File: config.mk
export PLATFORM = sky130hd
export DESIGN_NAME = neural_layer_sequencer
export DESIGN_NICKNAME = d
export VERILOG_FILES = /design/src/rtl/neural_layer_sequencer.sv
export SDC_FILE = /design/constraint.sdc
export NUM_CORES = 1
export LEC_CHECK = 0
export CAP_MARGIN = 5
export CORE_UTILIZATION = 50
export CTS_CLUSTER_SIZE = 14
export DETAILED_ROUTE_END_ITERATION = 10
export PLACE_DENSITY = 0.68
export SLEW_MARGIN = 0
export SYNTH_ARGS = -nofsm -noshare
export SYNTH_HDL_FRONTEND = slang
export SYNTH_SLANG_ARGS = --single-unit
File: constraint.sdc
create_clock -name clk -period 3.5 [get_ports clk]
set_input_delay 0.35 -clock clk [delete_from_list [all_inputs] [get_ports clk]]
set_output_delay 0.35 -clock clk [all_outputs]
set_load 0.01 [all_outputs]
File: src/rtl/neural_layer_sequencer.sv
// neural_layer_sequencer
//   Control-side sequencer for the neural accelerator. It holds a small
//   program of layer descriptors and walks them in order. For every neuron
//   it issues neuron-RAM and weight-ROM read addresses, clears the MAC
//   accumulator, and strobes the neuron-RAM write once the MAC result has
//   come out of the pipeline.
//
// Ports
//   clk, reset              clock and synchronous active-high reset
//   start                   begin execution (IDLE only)
//   prog_we/addr/data       instruction write port (IDLE only);
//                           data = {n_out[15:8], n_in[7:0]}
//   neuro_read_addr         neuron-RAM read address
//   weight_read_addr        weight-ROM read address
//   read_valid              both read addresses valid, MAC accumulates
//   acc_clear               MAC accumulator clear
//   neuron_finished         pulse on the last input read of a neuron
//   neuro_write_addr        neuron-RAM write address (0 outside WRITE)
//   write_en                neuron-RAM write strobe
//   layer_finished          pulse when a layer completes
//   instruction_pointer     current instruction index
//   busy                    high outside IDLE and HALT
//   done                    high in HALT
module neural_layer_sequencer #(
  parameter int AW         = 8,
  parameter int IMEM_DEPTH = 16,
  parameter int PIPE_LAT   = 2,
  localparam int IPW       = $clog2(IMEM_DEPTH)
) (
  input  logic           clk,
  input  logic           reset,
  input  logic           start,
  input  logic           prog_we,
  input  logic [IPW-1:0] prog_addr,
  input  logic [15:0]    prog_data,
  output logic [AW-1:0]  neuro_read_addr,
  output logic [AW-1:0]  weight_read_addr,
  output logic           read_valid,
  output logic           acc_clear,
  output logic           neuron_finished,
  output logic [AW-1:0]  neuro_write_addr,
  output logic           write_en,
  output logic           layer_finished,
  output logic [IPW-1:0] instruction_pointer,
  output logic           busy,
  output logic           done
);

  localparam int CW = (PIPE_LAT > 1) ? $clog2(PIPE_LAT) : 1;

  typedef enum logic [2:0] {
    IDLE, FETCH, RUN, DRAIN, WRITE, NEXT, HALT
  } state_t;

  state_t          state_reg;
  logic [15:0]     imem [IMEM_DEPTH];
  logic [15:0]     instr;
  logic [IPW-1:0]  ip_reg;
  logic [AW-1:0]   rbase_reg, wrbase_reg, wptr_reg;
  logic [AW-1:0]   nra_hold_reg, wra_hold_reg;
  logic [7:0]      i_reg, j_reg, n_in_reg, n_out_reg;
  logic [CW-1:0]   cnt_reg;
  logic            instr_zero;

  // Program store: contents survive reset; only writable while idle.
  always_ff @(posedge clk) begin
    if (prog_we && state_reg == IDLE)
      imem[prog_addr] <= prog_data;
  end

  assign instr      = imem[ip_reg];
  assign instr_zero = (instr[7:0] == 8'd0) || (instr[15:8] == 8'd0);

  always_ff @(posedge clk) begin
    if (reset) begin
      state_reg    <= IDLE;
      ip_reg       <= '0;
      rbase_reg    <= '0;
      wrbase_reg   <= '0;
      wptr_reg     <= '0;
      nra_hold_reg <= '0;
      wra_hold_reg <= '0;
      i_reg        <= '0;
      j_reg        <= '0;
      n_in_reg     <= '0;
      n_out_reg    <= '0;
      cnt_reg      <= '0;
    end else begin
      case (state_reg)
        IDLE: begin
          if (start) begin
            state_reg <= FETCH;
            ip_reg    <= '0;
            rbase_reg <= '0;
            wptr_reg  <= '0;
          end
        end
        FETCH: begin
          n_in_reg  <= instr[7:0];
          n_out_reg <= instr[15:8];
          if (instr_zero) begin
            state_reg <= HALT;
          end else begin
            wrbase_reg <= rbase_reg + AW'(instr[7:0]);
            i_reg      <= '0;
            j_reg      <= '0;
            state_reg  <= RUN;
          end
        end
        RUN: begin
          // Remember the issued addresses so they hold outside RUN.
          nra_hold_reg <= rbase_reg + AW'(i_reg);
          wra_hold_reg <= wptr_reg;
          i_reg        <= i_reg + 8'd1;
          wptr_reg     <= wptr_reg + 1'b1;
          if (i_reg == n_in_reg - 8'd1) begin
            cnt_reg   <= '0;
            state_reg <= (PIPE_LAT == 0) ? WRITE : DRAIN;
          end
        end
        DRAIN: begin
          if (cnt_reg == CW'(PIPE_LAT - 1))
            state_reg <= WRITE;
          else
            cnt_reg <= cnt_reg + 1'b1;
        end
        WRITE: begin
          if (j_reg < n_out_reg - 8'd1) begin
            j_reg     <= j_reg + 8'd1;
            i_reg     <= '0;
            state_reg <= RUN;
          end else begin
            state_reg <= NEXT;
          end
        end
        NEXT: begin
          // This layer's outputs become the next layer's inputs.
          rbase_reg <= wrbase_reg;
          if (ip_reg == IPW'(IMEM_DEPTH - 1)) begin
            state_reg <= HALT;
          end else begin
            ip_reg    <= ip_reg + 1'b1;
            state_reg <= FETCH;
          end
        end
        HALT:    state_reg <= HALT;
        default: state_reg <= IDLE;
      endcase
    end
  end

  // Strobes and addresses decode directly from registered state.
  assign read_valid          = (state_reg == RUN);
  assign neuro_read_addr     = read_valid ? rbase_reg + AW'(i_reg) : nra_hold_reg;
  assign weight_read_addr    = read_valid ? wptr_reg : wra_hold_reg;
  assign neuron_finished     = read_valid && (i_reg == n_in_reg - 8'd1);
  assign write_en            = (state_reg == WRITE);
  assign neuro_write_addr    = write_en ? wrbase_reg + AW'(j_reg) : '0;
  assign acc_clear           = write_en || (state_reg == FETCH && !instr_zero);
  assign layer_finished      = (state_reg == NEXT);
  assign instruction_pointer = ip_reg;
  assign done                = (state_reg == HALT);
  assign busy                = (state_reg != IDLE) && (state_reg != HALT);

endmodule

==> results_dict.tcl, run 1 <==
set metrics [dict create \
    busiest_layer "met2" \
    grt_pass1_vias 8507 \
    seq_area_um2 9380 \
    antenna_cells 0 \
    area_delta_synth_final_pct 19.0 \
    place_ws_ns 0.305 \
    grt_pass1_wl_um 50400 \
    antenna_found_initial 0 \
    fmaxAchievable_ghz 0.294 \
    drc_errors 0 \
    vias 8852 \
    drv_cap 0 \
    synth-edff-count 256 \
    initial_core_util_pct 51.4 \
    postSynthCellCount 1014 \
    cts_inserted_buffers 36 \
    path_clk_slew_ns 0.06 \
    min_from "nra_hold_reg[0]" \
    critical_path_buf_inv_count 3 \
    fin_crit_ns 3.40 \
    hold_path_class "reg -> reg" \
    grt_usage_pct 23.3 \
    cts_tree "yes" \
    finalInstanceArea_um2 17200 \
    cts_buffer_depth 3 \
    final_max_slew_viol_count 0 \
    crit_cells 10 \
    dieArea_um2 29500 \
    seq_area_frac_synth_pct 64.9 \
    yosysUniqueCellTypes 51 \
    critPathLaunchType "register" \
    use_met3_pct 4.14 \
    num_rows 61 \
    grtUsageMet2_pct 38.4 \
    htree_levels 2 \
    min_path_cells 2 \
    port_buffers 58 \
    netlist_area_um2 14400 \
    setup_ws_ns 0.0954 \
    worstRegToRegCells 14 \
    max_stage_delay_ns 0.51 \
    clock_skew_ns 0.0178 \
    clockRootBuffer "clkbuf_16" \
    globalRouteMet1Util_pct 31.5 \
    synth_nets 1075 \
    drive_gt1_share_pct 19.9 \
    dp.final_hpwl_um 20200 \
    nNetsFinal 1182 \
    viasPerCell 5.80 \
    cp_max_fo 10 \
    grt_overflow 0 \
    cpMostUsedCell "nand2_1" \
    largest-register "imem" \
    cpMaxStageDelayCell "mux4_2" \
    synthFlopType "edfxtp_1" \
    p_leak_nw 5.82 \
    clkSinkCount 340 \
    vdd_drop_max_mv 0.430 \
    largest_reg_flops 256 \
    dpl_cell_area_um2 15700 \
    outcome "finished clean" \
    tightest_slew_ns 1.13 \
    crit_chain "buf_4 -> buf_16 -> mux4_2 -> a22oi_1 -> nand2_1 -> nor4_4 -> a22oi_2 -> nand2_2 -> nand2_1 -> clkdlybuf4s15_1" \
    power_density_nw_per_um2 568 \
    dieWidth_um 172 \
    first_pass_iters 5 \
    ctsHoldBuffers 0 \
    grt_max_degree 51 \
    min_period_over_period_pct 97.3 \
    final_util_pct 61.1 \
    place.gp.congestion 0.818 \
    crit_family "simple AND/OR/NAND/NOR gates" \
    die_h_um 172 \
    drt-total-wl_um 33300 \
    clock_latency_ns 0.53 \
    timing.critical_path.to_type "primary output" \
    relSlewSlack_pct 24.7 \
    setup_violations 0 \
    path_class "reg -> out" \
    first_iter_violations 784 \
    yosys_warnings 0 \
    avgSynthCellArea_um2 14.2 \
    core_um2 28100 \
    cp.required_ns 3.15 \
    finalHoldViolCount 0 \
    crit_arrival_ns 3.05 \
    io_pins 59 \
    fill_cells 2142 \
    ys_ff_latch 340 \
    antenna_left 0 \
    wire_per_inst_um 21.8 \
    multi_input_area_um2 4920 \
    async_reset_ff_share_pct 0 \
]
## synthesized netlist by cell type (4+ instances only)
library cell	count	area [µm²]
and2_1	5	31.3
nor4_2	4	50.1
buf_1	12	45.0
o21ai_1	4	20.0
ha_1	34	425
a31oi_1	6	37.5
nor3_1	15	75.1
a211oi_1	6	45.0
a21o_1	7	52.6
mux2i_1	6	60.1
and3_1	4	25.0
mux4_2	64	1440
nand4_1	5	31.3
nor2_1	65	244
clkbuf_1	26	97.6
nand3_1	25	125
dfxtp_1	84	1680
nand2b_1	5	31.3
edfxtp_1	256	7690
a22oi_1	33	248
or3_1	8	50.1
inv_1	21	78.8
nand2_1	125	469
buf_2	4	20.0
o21bai_1	8	60.1
xnor2_1	30	263
a311oi_1	6	52.6
xor2_1	10	87.6
nor2b_1	13	81.3
a21oi_1	71	355
o21ai_0	12	60.1
o21a_1	5	37.5
nand3b_1	4	30.0
## power breakdown
part	switching, W	internal (W)	total [W]
Clock	0.00155	0.00219	0.00374
Combinational	0.000813	0.000518	0.00133
Sequential	0.000158	0.00452	0.00467
Total	0.00253	0.00722	0.00975
## final cells by class
class,instances,share of cell area [%]
Timing Repair Buffer,116,6.67
Clock buffer,43,5.58
Inverter,21,0.459
Multi-Input combinational cell,606,28.7
Clock inverter,21,1.20
Sequential cell,340,54.7
Tap cell,378,2.76
## per-layer routing
layer  vias to the layer above  wire length (µm)  share of wire (%)
met5                         -                 0                  0
met4                         0               893                2.7
met3                        64              2260                6.8
met2                       315             16200                 49
met1                      4399             13900                 42
li1                       4074                 -                  -
## worst register-to-register path: stages (launching register included)
cell and delay [ns]:
dfxtp_4 0.38, buf_12 0.13, buf_12 0.16, mux4_2 0.53
a22oi_1 0.23, nand2_2 0.13, ha_1 0.31, a21o_1 0.18
a21oi_1 0.22, o21bai_1 0.11, a21oi_1 0.22, o21ai_0 0.16
xnor2_1 0.17, nor2_1 0.05, nor3_1 0.11
## final timing paths
kind	slack [ns]	end
setup / recovery	0.1	acc_clear
hold / removal	0.46	nra_hold_reg[0]
setup reg to reg	0.30	wrbase_reg[7]
hold reg to reg	0.46	nra_hold_reg[0]
## through the flow
| step | hold slack, ns | total power (W) | cells | setup TNS [ns] |
|---|---|---|---|---|
| 2_1_floorplan | 0.440 | 0.00561 | 1014 | 0 |
| 3_3_place_gp | 0.447 | 0.00605 | 1439 | 0 |
| 3_5_place_dp | 0.457 | 0.00607 | 1439 | 0 |
| 4_1_cts | 0.465 | 0.00978 | 1506 | 0 |
| 5_1_grt | 0.481 | 0.0101 | 1525 | -0.105 |
| 6_report | 0.460 | 0.00975 | 1525 | 0 |
## cell families after synthesis
| family | count (synthesis) | synth area share (%) |
|---|---|---|
| compound gates | 170 | 7.62 |
| xor+xnor | 40 | 2.43 |
| fa+ha+maj | 37 | 3.37 |
| buf+inv | 68 | 2.01 |
| flops | 340 | 64.9 |
| mux | 72 | 10.6 |
| simple gates | 287 | 9.07 |
## cell usage in the layout, fill, tap and decap left out, types with 6 or more instances in the layout
cell,instances
nand2_2,11
nor2_1,53
ha_1,34
nand2_1,115
a22oi_1,25
dfxtp_1,78
buf_4,48
a21oi_1,68
o21ai_0,12
a22oi_2,9
o21bai_1,8
clkinv_1,11
clkbuf_16,37
or3_1,8
inv_1,21
a211oi_1,6
mux2i_1,6
a31oi_1,6
nor2_2,14
nor3_1,11
a21o_1,7
a311oi_1,6
clkdlybuf4s50_1,55
buf_12,7
nand3_1,25
mux4_2,64
xnor2_1,30
nor2b_1,13
edfxtp_1,256
xor2_1,10
## repair_timing
item                                    in CTS  in global routing
buffers inserted                             1                 19
pin swaps                                    2                 11
endpoints found under the setup margin       1                  4
resized for setup                            3                 32
gates cloned                                 2                  0
Note: power is estimated with default switching activity, not from simulation.
==> run 2: changes to the inputs <==
--- a/config.mk
+++ b/config.mk
@@ -10,6 +10,7 @@
 export CTS_CLUSTER_SIZE = 14
 export DETAILED_ROUTE_END_ITERATION = 10
 export PLACE_DENSITY = 0.68
+export SKIP_LAST_GASP = 1
 export SLEW_MARGIN = 0
 export SYNTH_ARGS = -nofsm -noshare
 export SYNTH_HDL_FRONTEND = slang
==> results_dict.tcl, run 2 (synthesis results as in run 1) <==
set metrics [dict create \
    dieWidth_um 172 \
    num_rows 61 \
    cpMaxStageDelayCell "mux4_2" \
    cts_tree "yes" \
    grt_pass1_vias 8507 \
    hold_slack_ns 0.460 \
    final_max_slew_viol_count 0 \
    tightest_slew_ns 1.06 \
    cts_buffer_depth 3 \
    grt_usage_pct 23.3 \
    p_leak_nw 5.82 \
    area_delta_synth_final_pct 18.9 \
    clkSinkCount 340 \
    dieArea_um2 29500 \
    first_pass_iters 5 \
    grt_setup_unrepaired "true" \
    dp.final_hpwl_um 20200 \
    layout_common_cells "256 x edfxtp_1, 115 x nand2_1, 78 x dfxtp_1" \
    relSlewSlack_pct 29.0 \
    viasPerCell 5.83 \
    power_density_nw_per_um2 568 \
    min_from "nra_hold_reg[0]" \
    core_um2 28100 \
    vdd_drop_max_mv 0.430 \
    drive_gt1_share_pct 19.8 \
    cp_max_fo 10 \
    final_util_pct 61.1 \
    finalHoldViolCount 0 \
    vias 8891 \
    layout_commonest_cell "edfxtp_1" \
    fmaxAchievable_ghz 0.294 \
    path_class "reg -> out" \
    setup_violations 0 \
    reg2reg_to "wrbase_reg[7]" \
    drc_errors 0 \
    htree_levels 2 \
    path_clk_slew_ns 0.06 \
    drv_cap 0 \
    place.gp.congestion 0.818 \
    grt_pass1_wl_um 50400 \
    initial_core_util_pct 51.4 \
    hold_path_class "reg -> reg" \
    fin_crit_ns 3.40 \
    nNetsFinal 1182 \
    cts_inserted_buffers 36 \
    max_stage_delay_ns 0.51 \
    fill_cells 2138 \
    die_h_um 172 \
    first_iter_violations 778 \
    critPathLaunchType "register" \
    cpMostUsedCell "nand2_1" \
    antenna_found_initial 0 \
    grt_max_degree 51 \
    drt-total-wl_um 33200 \
    power_w 0.00975 \
    min_to "nra_hold_reg[0]" \
    grt_overflow 0 \
    min_path_cells 2 \
    post-place-cells 1439 \
    cp.required_ns 3.15 \
    min_period_over_period_pct 97.2 \
    outcome "finished clean" \
    worstRegToRegCells 14 \
    port_buffers 58 \
    clock_skew_ns 0.0176 \
    largest-register "imem" \
    crit_arrival_ns 3.05 \
    fin_cells 1525 \
    clock_latency_ns 0.53 \
    io_pins 59 \
    antenna_cells 0 \
    largest_reg_flops 256 \
    clockRootBuffer "clkbuf_16" \
    timing.critical_path.to_type "primary output" \
    finalInstanceArea_um2 17200 \
    r2r_setup_slack_ns 0.30 \
    wire_per_inst_um 21.8 \
    antenna_left 0 \
    crit_chain "buf_4 -> buf_16 -> mux4_2 -> a22oi_1 -> nand2_1 -> nor4_4 -> a22oi_2 -> nand2_2 -> nand2_1 -> clkdlybuf4s15_1" \
    dpl_cell_area_um2 15700 \
]
[run 2: cell counts in the layout (fill, tap and decap cells not counted)]
Identical to the previous run, type by type.
[run 2: worst max path at each step]
| stage | depth (start not counted) | to | startpoint |
|---|---|---|---|
| finish | 10 | acc_clear | register |
| global route | 10 | acc_clear | register |
| CTS | 9 | acc_clear | register |
| detailed placement | 9 | acc_clear | register |
| global placement | 9 | acc_clear | register |
| floorplan | 13 | i_reg[6] | n_out_reg[0] |
[run 2: per-stage QoR]
stage	setup slack [ns]	setup TNS, ns
2_1_floorplan	0.607	0
3_3_place_gp	0.304	0
3_5_place_dp	0.305	0
4_1_cts	0.0372	0
5_1_grt	-0.105	-0.121
6_report	0.0991	0
[run 2: per-layer routing]
layer	up-vias	routed length, µm	part of all wire, %	track usage [%]
met5	-	0	0	0
met3	67	2060	6.2	4.14
met2	315	16200	49	38.4
met1	4430	14100	42	31.5
li1	4079	-	-	-
met4	0	894	2.7	7.35
[run 2: layout make-up]
class                      instances  area, µm²  area share (%)
sequential                       340       9380            54.7
multi-input combinational        606       4920            28.6
timing repair buffer             116       1140            6.67
clock buffer                      43        958            5.59
tap                              378        473            2.76
clock inverter                    21        206            1.20
inverter                          21       78.8           0.459
[run 2: what timing repair did]
item / in CTS / in global routing
gates resized for setup: 3 / 31
setup buffers: 1 / 19
pin swaps: 2 / 11
setup endpoints to repair: 1 / 4
hold buffers: 0 / 0
cloned: 2 / 0
[run 2: power by group]
part,total (W),leakage [nW],internal (W),switching [W]
registers,0.00467,2.99,0.00452,0.000159
clock network,0.00374,0.563,0.00219,0.00156
logic,0.00133,2.26,0.000518,0.000814
total,0.00975,5.82,0.00722,0.00253
[run 2: critical path, delay by kind of cell (launching register included)]
family / cells / cell delay, ns
simple gates: 4 / 0.69
flops: 1 / 0.38
compound gates: 2 / 0.40
mux: 1 / 0.51
buf+inv: 3 / 0.54
==> run 3: changes to the inputs <==
--- a/config.mk
+++ b/config.mk
@@ -9,9 +9,9 @@
 export CORE_UTILIZATION = 50
 export CTS_CLUSTER_SIZE = 14
 export DETAILED_ROUTE_END_ITERATION = 10
-export PLACE_DENSITY = 0.68
+export PLACE_DENSITY = 0.72
 export SKIP_LAST_GASP = 1
-export SLEW_MARGIN = 0
+export SLEW_MARGIN = 20
 export SYNTH_ARGS = -nofsm -noshare
 export SYNTH_HDL_FRONTEND = slang
 export SYNTH_SLANG_ARGS = --single-unit
==> results_dict.tcl, run 3 (synthesis results as in run 1) <==
set metrics [dict create \
    outcome "finished clean" \
    first_pass_iters 5 \
    ctsHoldBuffers 0 \
    grt_pass1_wl_um 49800 \
    setup_violations 0 \
    fmaxAchievable_ghz 0.295 \
    critPathLaunchType "register" \
    timing.critical_path.to_type "primary output" \
    max_stage_delay_ns 0.48 \
    grt_usage_pct 22.8 \
    grt_overflow 0 \
    final_max_slew_viol_count 0 \
    largest_reg_flops 256 \
    htree_levels 2 \
    dieWidth_um 172 \
    drt-total-wl_um 32500 \
    grt_pass1_vias 8511 \
    fin_cells 1508 \
    cpMaxStageDelayCell "clkdlybuf4s50_1" \
    min_period_over_period_pct 96.8 \
    crit_arrival_ns 3.04 \
    cts_buffer_depth 3 \
    antenna_found_initial 0 \
    path_class "reg -> out" \
    tightest_slew_ns 1.05 \
    path_clk_slew_ns 0.06 \
    place_ws_ns 0.318 \
    clkSinkCount 340 \
    dp.final_hpwl_um 19500 \
    power_density_nw_per_um2 573 \
    layout_common_cells "256 x edfxtp_1, 123 x nand2_1, 79 x dfxtp_1" \
    finalHoldViolCount 0 \
    vdd_drop_max_mv 0.481 \
    setup_ws_ns 0.114 \
    cp.required_ns 3.15 \
    num_rows 61 \
    cts_inserted_buffers 36 \
    vias 8815 \
    core_um2 28100 \
    initial_core_util_pct 51.4 \
    port_buffers 58 \
    clockRootBuffer "clkbuf_16" \
    die_h_um 172 \
    dieArea_um2 29500 \
    critical_path_buf_inv_count 3 \
    cts_tree "yes" \
    drv_cap 0 \
    drive_gt1_share_pct 17.1 \
    antenna_cells 0 \
    crit_family "adder cells" \
    cp_max_fo 3 \
    crit_chain "ha_1 -> inv_1 -> fa_1 -> inv_1 -> a21oi_1 -> o21bai_1 -> a21o_1 -> a21oi_1 -> xnor2_1 -> mux2_2 -> clkdlybuf4s50_1" \
    fill_cells 2144 \
    final_util_pct 60.2 \
    largest-register "imem" \
    p_leak_nw 5.69 \
    clock_latency_ns 0.53 \
    drc_errors 0 \
    hold_path_class "reg -> reg" \
    wire_per_inst_um 21.6 \
    grt_max_degree 56 \
    viasPerCell 5.85 \
    nNetsFinal 1164 \
    area_delta_synth_final_pct 17.2 \
    clock_skew_ns 0.0234 \
    place.gp.congestion 0.835 \
    first_iter_violations 819 \
    post-place-cells 1436 \
    antenna_left 0 \
    layout_commonest_cell "edfxtp_1" \
    fin_crit_ns 3.39 \
    hold_slack_ns 0.462 \
    io_pins 59 \
    relSlewSlack_pct 30.1 \
    setup_tns_ns 0 \
]
run 3: per-layer routing:
metal	part of all wire, %	up-vias	routed length, µm	global-route usage, %
met3	7.3	70	2360	3.89
met2	50	323	16200	38.8
met5	0	-	0	0
li1	-	4031	-	-
met1	40	4391	13100	29.9
met4	2.8	0	897	7.39
run 3: stage by stage:
step	instance area (µm²)	power, W
2_1_floorplan	14400	0.00561
3_3_place_gp	15600	0.00603
3_5_place_dp	15600	0.00606
4_1_cts	16800	0.00975
5_1_grt	16900	0.0101
6_report	16900	0.00969
run 3: tightest hold or removal path, stage by stage, from the launching register on:
cell	delay (ns)
dfxtp_1	0.29
nand2_1	0.06
a21oi_1	0.06
run 3: final timing paths:
| path | depth (start not counted) | startpoint | to | slack, ns |
|---|---|---|---|---|
| worst max-delay path | 11 | rbase_reg[0] | neuro_read_addr[6] | 0.11 |
| worst min-delay path | 2 | wra_hold_reg[7] | wra_hold_reg[7] | 0.46 |
| worst max register to register | 16 | register | wrbase_reg[6] | 0.30 |
| worst min register to register | 2 | wra_hold_reg[7] | wra_hold_reg[7] | 0.46 |
run 3: layout make-up:
class                   count  area, µm²  share of cell area (%)
multi-input cells         606       4860                    28.8
clock buffers              54       1020                    6.03
repair buffers             98        953                    5.64
inverters                  21       78.8                   0.466
flip-flops and latches    340       9380                    55.5
well taps                 378        473                    2.80
clock inverters            11        138                   0.814
run 3: timing repair:
| action | CTS | global route |
|---|---|---|
| pin swaps | 0 | 5 |
| cloned | 1 | 0 |
| endpoints found under the setup margin | 1 | 4 |
| resized for setup | 4 | 16 |
| setup buffers | 1 | 5 |
run 3: where the power goes:
part           internal, W  switching (W)
registers          0.00452       0.000154
logic             0.000514       0.000791
clock network      0.00218        0.00153
